**src/rtl/daq_ctrl_pkg.sv**
```systemverilog
// Shared types and timing defaults for the multi-ASIC acquisition sequencer.
package daq_ctrl_pkg;

    typedef enum logic [3:0] {
        IDLE          = 4'd0,
        CHIPRESET     = 4'd1,
        POWOND        = 4'd2,
        RELEASE       = 4'd3,
        ACQUISITION   = 4'd4,
        WAIT          = 4'd5,
        START_READOUT = 4'd6,
        WAIT_READ     = 4'd7,
        END_READOUT   = 4'd8
    } state_t;

    // Hold counts at 40 MHz: 200 ns, 1 us, 400 ns
    localparam int T_PWR_RST_DEF   = 8;
    localparam int T_RST_START_DEF = 40;
    localparam int T_SRO_DEF       = 16;

    function automatic logic is_pwr_d(input state_t s);
        return s inside {POWOND, RELEASE, ACQUISITION, WAIT};
    endfunction

    function automatic logic is_pwr_a(input state_t s);
        return s inside {CHIPRESET, POWOND, RELEASE, ACQUISITION, WAIT, START_READOUT};
    endfunction

endpackage

```
**src/rtl/daq_ctrl_multi_sync.sv**
```systemverilog
// Multi-flop synchroniser for an asynchronous pad input, with one-cycle
// rise/fall pulses on the synchronised level.
module sync_edge_det #(
    parameter int   SYNC_STAGES = 2,
    parameter logic RST_VAL     = 1'b0
) (
    input  logic Clk,
    input  logic reset_n,
    input  logic d,
    output logic q,
    output logic rise,
    output logic fall
);

    logic [SYNC_STAGES-1:0] sr;
    logic                   q_d;

    always_ff @(posedge Clk or negedge reset_n) begin
        if (!reset_n) begin
            sr  <= {SYNC_STAGES{RST_VAL}};
            q_d <= RST_VAL;
        end else begin
            sr  <= {sr[SYNC_STAGES-2:0], d};
            q_d <= sr[SYNC_STAGES-1];
        end
    end

    assign q    = sr[SYNC_STAGES-1];
    assign rise = q & ~q_d;
    assign fall = ~q & q_d;

endmodule

```
**src/rtl/daq_ctrl_multi.sv**
```systemverilog
// Acquisition sequencer driving the shared control bus of N_CHIP daisy-chained
// ASICs: reset, acquisition window, readout handshake, power pulsing.
module daq_ctrl_multi
    import daq_ctrl_pkg::*;
#(
    parameter int N_CHIP      = 4,
    parameter int CNT_W       = 16,
    parameter int T_PWR_RST   = T_PWR_RST_DEF,
    parameter int T_RST_START = T_RST_START_DEF,
    parameter int T_SRO       = T_SRO_DEF,
    parameter int SYNC_STAGES = 2,
    parameter int ADC_EN      = 0
) (
    input  logic              Clk,
    input  logic              reset_n,
    input  logic              start,
    input  logic              stop,
    input  logic              mode,
    input  logic [CNT_W-1:0]  T_acquisition,
    input  logic [CNT_W-1:0]  T_timeout,
    input  logic [N_CHIP-1:0] chip_mask,
    input  logic [N_CHIP-1:0] Chipsatb,
    input  logic              End_Readout,
    output logic              Reset_b,
    output logic              Start_Acq,
    output logic              Start_Readout,
    output logic              Pwr_on_a,
    output logic              Pwr_on_d,
    output logic              Pwr_on_dac,
    output logic              Pwr_on_adc,
    output logic              Once_end,
    output logic              busy,
    output logic              timeout_err,
    output logic [15:0]       acq_count
);

    state_t             state, nxt;
    logic [CNT_W-1:0]   cnt;
    logic               mode_lat, stop_req, set_tmo, tmo_hit;
    logic [N_CHIP-1:0]  chip_sync, chip_rise, chip_fall;
    logic               er_sync, er_rise, rd_end;
    logic               sat, sat_d, full_evt, rd_rdy;

    for (genvar i = 0; i < N_CHIP; i++) begin : g_chip
        sync_edge_det #(.SYNC_STAGES(SYNC_STAGES), .RST_VAL(1'b1)) u_sync (
            .Clk(Clk), .reset_n(reset_n), .d(Chipsatb[i]),
            .q(chip_sync[i]), .rise(chip_rise[i]), .fall(chip_fall[i])
        );
    end

    sync_edge_det #(.SYNC_STAGES(SYNC_STAGES), .RST_VAL(1'b0)) u_end_sync (
        .Clk(Clk), .reset_n(reset_n), .d(End_Readout),
        .q(er_sync), .rise(er_rise), .fall(rd_end)
    );

    // Only the OR of the masked chips matters, so per-chip edges go unused
    logic unused_sync;
    assign unused_sync = ^{chip_rise, chip_fall, er_sync, er_rise};

    assign sat      = |(~chip_sync & chip_mask);
    assign full_evt = sat & ~sat_d;
    assign rd_rdy   = ~sat & sat_d;
    assign tmo_hit  = (T_timeout != '0) && (cnt == T_timeout);
    assign busy     = (state != IDLE);

    always_comb begin
        nxt     = state;
        set_tmo = 1'b0;
        case (state)
            IDLE:          if (start) nxt = CHIPRESET;
            CHIPRESET:     nxt = POWOND;
            POWOND:        if (cnt == CNT_W'(T_PWR_RST)) nxt = RELEASE;
            RELEASE:       if (cnt == CNT_W'(T_RST_START)) nxt = ACQUISITION;
            ACQUISITION:   if (full_evt || cnt == T_acquisition) nxt = WAIT;
            WAIT: begin
                if (rd_rdy) nxt = START_READOUT;
                else if (tmo_hit) begin
                    nxt     = END_READOUT;
                    set_tmo = 1'b1;
                end
            end
            START_READOUT: if (cnt == CNT_W'(T_SRO)) nxt = WAIT_READ;
            WAIT_READ: begin
                if (rd_end) nxt = END_READOUT;
                else if (tmo_hit) begin
                    nxt     = END_READOUT;
                    set_tmo = 1'b1;
                end
            end
            // timeout_err doubles as the "abort continuous run" flag
            END_READOUT:   nxt = (mode_lat && !stop_req && !timeout_err) ? CHIPRESET : IDLE;
            default:       nxt = IDLE;
        endcase
    end

    always_ff @(posedge Clk or negedge reset_n) begin
        if (!reset_n) begin
            state         <= IDLE;
            cnt           <= '0;
            mode_lat      <= 1'b0;
            stop_req      <= 1'b0;
            timeout_err   <= 1'b0;
            sat_d         <= 1'b0;
            Reset_b       <= 1'b1;
            Start_Acq     <= 1'b0;
            Start_Readout <= 1'b0;
            Pwr_on_a      <= 1'b0;
            Pwr_on_d      <= 1'b0;
            Pwr_on_dac    <= 1'b0;
            Once_end      <= 1'b0;
            acq_count     <= '0;
        end else begin
            state <= nxt;
            sat_d <= sat;
            cnt   <= (nxt != state || state == IDLE) ? '0 : cnt + 1'b1;
            if (state == IDLE && start) begin
                mode_lat    <= mode;
                timeout_err <= 1'b0;
                stop_req    <= 1'b0;
            end else begin
                if (set_tmo) timeout_err <= 1'b1;
                if (stop && state != IDLE) stop_req <= 1'b1;
            end
            // Bus lines are decoded from next state so they move with the state
            Reset_b       <= !(nxt == CHIPRESET || nxt == POWOND);
            Start_Acq     <= (nxt == ACQUISITION);
            Start_Readout <= (nxt == START_READOUT);
            Pwr_on_d      <= is_pwr_d(nxt);
            Pwr_on_a      <= is_pwr_a(nxt);
            Pwr_on_dac    <= is_pwr_a(nxt);
            Once_end      <= (nxt == END_READOUT);
            if (nxt == END_READOUT) acq_count <= acq_count + 16'd1;
        end
    end

    if (ADC_EN != 0) begin : g_adc
        assign Pwr_on_adc = Pwr_on_a;
    end else begin : g_no_adc
        assign Pwr_on_adc = 1'b0;
    end

endmodule
```
**config.mk**
```make
export PLATFORM = sky130hd
export DESIGN_NAME = daq_ctrl_multi
export DESIGN_NICKNAME = d
export VERILOG_FILES = /design/src/rtl/daq_ctrl_pkg.sv /design/src/rtl/daq_ctrl_multi_sync.sv /design/src/rtl/daq_ctrl_multi.sv
export SDC_FILE = /design/constraint.sdc
export NUM_CORES = 1
export LEC_CHECK = 0
export BUFFER_PORTS_ARGS = -buffer_cell sky130_fd_sc_hd__buf_2
export CORE_MARGIN = 8
export CORE_UTILIZATION = 50
export DETAILED_ROUTE_END_ITERATION = 8
export HOLD_SLACK_MARGIN = 0.15
export PLACE_DENSITY_LB_ADDON = 0.08
export SYNTH_ARGS = -nofsm -noshare
export SYNTH_HDL_FRONTEND = slang
export SYNTH_SLANG_ARGS = --single-unit
```
**constraint.sdc**
```tcl
create_clock -name Clk -period 4.4 [get_ports Clk]
set_input_delay 0.44 -clock Clk [delete_from_list [all_inputs] [get_ports Clk]]
set_output_delay 0.44 -clock Clk [all_outputs]
set_load 0.02 [all_outputs]
```
==> parameters.txt <==
Parameter                              Value

Floorplanning
  Die X-Extent ... 95.3 µm
  Die outline height ... 95.3 µm
  Initial core utilization ... 0.507
  Top-level port count ... 72
  Area enclosed by the die boundary ... 0.00908 mm²
  Std-Cell Rows ... 29
  Placeable Area ... 0.00620 mm²

Timing
  Headroom to the max-slew limit ... 0.434
  Maximum achievable frequency ... 349 MHz
  Slew @ Worst Pin ... 846 ps
  Time the final worst path needs with I/O delays and setup ... 2870 ps
  Setup violations, final ... 0
  RSZ-0062 raised after global routing ... false
  Hold violation total from the final report ... 0
  Number of max-slew violations in the final report ... 0
  Setup TNS ... 0 ps
  Clock skew after layout ... 6.12 ps
  Post-route clock period utilization ... 0.652

Final layout
  Fraction of layout instances using a drive strength above 1 ... 0.341
  Fill cell total of the finished layout ... 561
  Area of the multi-input gates ... 0.00152 mm²
  Synthesis-to-finish area growth ... 15.6%
  Finished layout cell area ... 0.00363 mm²
  Net count of the finished layout ... 399
  # diodes ... 0
  Sequential cell area ... 0.00144 mm²

Global route
  Pin count of the biggest net entering global routing ... 58
  Global-route congestion overflow total ... 0
  Wire length of the first global-routing pass ... 11,300 µm
  Via count of the first global-routing pass ... 2,359
  Antenna violations before repair ... 0
  Overall fraction of global-route tracks in use ... 0.161

Worst setup path
  Crit path DAT ... 3060 ps
  Cell with the biggest individual delay on the critical path ... sky130_fd_sc_hd__or2_1
  Nature of the critical path startpoint ... register
  Kind of end point of the critical path ... register
  Cells along the critical path ... xor2_1 -> nor4_2 -> nand3_1 -> or4b_4 -> nand2_4 -> or2_1 -> nor3_1
  Worst path max stage delay ... 660 ps
  Critical-path maximum fanout ... 18
  Worst Setup Path Type ... register to register
  Data required time of the critical path ... 4590 ps

Synthesis
  Distinct cell type count after synthesis ... 50
  Async set-reset flop share out of synthesis ... 1.00
  Most frequently used cell type in the post-synthesis netlist ... sky130_fd_sc_hd__dfrtp_1
  Post-synthesis area per instance ... 10.9 µm²
  Primary FF master, synth ... sky130_fd_sc_hd__dfrtp_1
  Synthesized netlist net count ... 337
  Cell taking the most area after synthesis ... sky130_fd_sc_hd__dfrtp_1
  Seq cells post-synth ... 57
  Number of enable flip-flop cells after synthesis ... 0
  Mapped Cells ... 288
  Area share of the largest cell type after synthesis ... 0.382
  Proportion of synthesized chip area in sequential cells ... 0.457
  Synth Warn # ... 0
  Leading post-synthesis cells by cell area ... sky130_fd_sc_hd__dfrtp_1 (38%), sky130_fd_sc_hd__xnor2_1 (10%), sky130_fd_sc_hd__dfstp_2 (7.5%)
  Mapped cell area ... 0.00314 mm²
  List of most frequent post-synthesis cells ... sky130_fd_sc_hd__dfrtp_1 (48), sky130_fd_sc_hd__xnor2_1 (36), sky130_fd_sc_hd__xor2_1 (26)

Status
  Run status ... finished, final reports clean

CTS
  CTS clk-pin slew, worst paths ... 70 ps
  Clock root buffer master ... sky130_fd_sc_hd__clkbuf_8
  H-tree depth ... 3
  Cts hold-fix bufs ... 0
  Sink Count ... 57
  Clock latency reported for the late side of the worst-skew pair ... 340 ps
  Number of buffers added by the clock tree synthesis step ... 9
  TritonCTS clock tree ... yes
  Clock buffer depth ... 2
  Post-CTS sizing ... 0
  Post-CTS setup buffer count ... 0

Routing
  Per-cell via count in the routed design ... 5.39
  WL per Instance ... 15.6 µm
  Total wirelength of the detailed-routed design ... 6750 µm
  Antenna Violating Nets Remaining ... 0
  Overall via count from detail_route ... 2,328
  DR iter-0 viols ... 104
  Iteration count of the initial detailed-routing pass ... 4
  Number of DRC violations after detailed routing ... 0

Power and ir drop
  Peak ir drop on the vdd network ... 257 µV
  Power per cell area ... 481 mW/mm²
  Overall Power ... 0.00175 W
  Reported net switching power ... 0.000644 W
  Fraction of power consumed by combinational cells ... 0.308
  Clock network fraction of design power ... 0.280
  Total internal power ... 0.00110 W
  Sequential share of power ... 0.412
  Switching Fraction ... 0.368
  Static power due to leakage ... 1.65 nW

Place
  Placed standard-cell area ... 0.00344 mm²
  Global placer's final weighted congestion ... 0.912
  Number of buffers added on ports ... 70
  Post-DP HPWL ... 4840 µm

Hold path
  Worst hold path type ... primary input to register

Flow run
  Max-Cap Viols ... 0
==> cells by family after synthesis <==
| logic type | after synthesis | synth area share |
|---|---|---|
| mux | 3 | 0.0115 |
| buf+inv | 25 | 0.0585 |
| simple gates | 120 | 0.248 |
| fa+ha+maj | 3 | 0.0119 |
| compound gates | 17 | 0.0386 |
| flops | 57 | 0.457 |
| xor+xnor | 62 | 0.173 |
| other cells | 1 | 0.00119 |
==> worst max-delay path, delay by kind of cell (launching register included) <==
family	cells	cell delay [ps]
flops	1	500
xor+xnor	1	200
simple gates	6	2020
==> power by group through the flow <==
stage               registers [W]  clock network, W  logic [W]
floorplan                0.000668                 0   0.000489
global placement         0.000729                 0   0.000527
detailed placement       0.000728                 0   0.000536
CTS                      0.000720          0.000497   0.000537
global route             0.000735          0.000523   0.000597
finish                   0.000721          0.000489   0.000538
==> routing by layer <==
metal	part of all wire	track usage
met5	0	0
met4	0.019	0.0741
met3	0.089	0.0504
met2	0.44	0.243
met1	0.45	0.205
==> registers in the layout, indices dropped and copies added, names as in the netlist <==
name	count
state	4
Once_end	1
cnt	16
u_end_sync.sr	2
Pwr_on_d	1
mode_lat	1
Start_Acq	1
stop_req	1
g_chip.u_sync.sr	8
Pwr_on_dac	1
Start_Readout	1
Reset_b	1
acq_count	16
u_end_sync.q_d	1
sat_d	1
timeout_err	1
==> final cells by class <==
class / count / area share
Multi-Input combinational cell: 206 / 0.419
Clock inverter: 5 / 0.0152
Clock buffer: 11 / 0.0389
Tap cell: 77 / 0.0265
Timing Repair Buffer: 72 / 0.101
Inverter: 4 / 0.00413
Sequential cell: 57 / 0.396
==> placed cells by master (no fill, tap or decap), types with 4 or more instances in the layout <==
cell | synthesis | final
sky130_fd_sc_hd__xnor2_1 | 36 | 36
sky130_fd_sc_hd__nor3_2 | 10 | 10
sky130_fd_sc_hd__nand2_1 | 13 | 13
sky130_fd_sc_hd__dfstp_2 | 9 | 9
sky130_fd_sc_hd__nand2b_1 | 5 | 5
sky130_fd_sc_hd__buf_2 | 8 | 70
sky130_fd_sc_hd__nor3_1 | 6 | 6
sky130_fd_sc_hd__nand3_1 | 11 | 11
sky130_fd_sc_hd__a21oi_1 | 5 | 5
sky130_fd_sc_hd__nand4_1 | 12 | 12
sky130_fd_sc_hd__and3_1 | 9 | 9
sky130_fd_sc_hd__inv_1 | 4 | 4
sky130_fd_sc_hd__nor2b_1 | 4 | 4
sky130_fd_sc_hd__dfrtp_1 | 48 | 48
sky130_fd_sc_hd__nor4_1 | 10 | 10
sky130_fd_sc_hd__xor2_1 | 26 | 26
sky130_fd_sc_hd__nor2_1 | 14 | 14
sky130_fd_sc_hd__clkbuf_8 | 0 | 10
==> path summary, 6_finish.rpt <==
path,startpoint,end,slack (ps),cells past startpoint
setup / recovery,cnt[4],cnt[4],1530,7
hold / removal,Chipsatb[3],g_chip[3].u_sync.sr[0],200,1
setup reg to reg,cnt[4],cnt[4],1530,7
hold reg to reg,u_end_sync.sr[0],u_end_sync.sr[1],350,0
max in group asynchronous,reset_n,acq_count[14],3690,2
min in group asynchronous,reset_n,cnt[12],230,2
==> stage by stage <==
step | std cells | hold WS, ps | setup slack, ps | utilization
floorplan | 288 | 144 | 2160 | -
global placement | 416 | 334 | 1520 | 0.554
detailed placement | 416 | 336 | 1490 | 0.554
CTS | 432 | 187 | 1550 | 0.585
global route | 432 | 181 | 1310 | 0.585
finish | 432 | 201 | 1530 | 0.585
(Power assumes the default switching activity.)
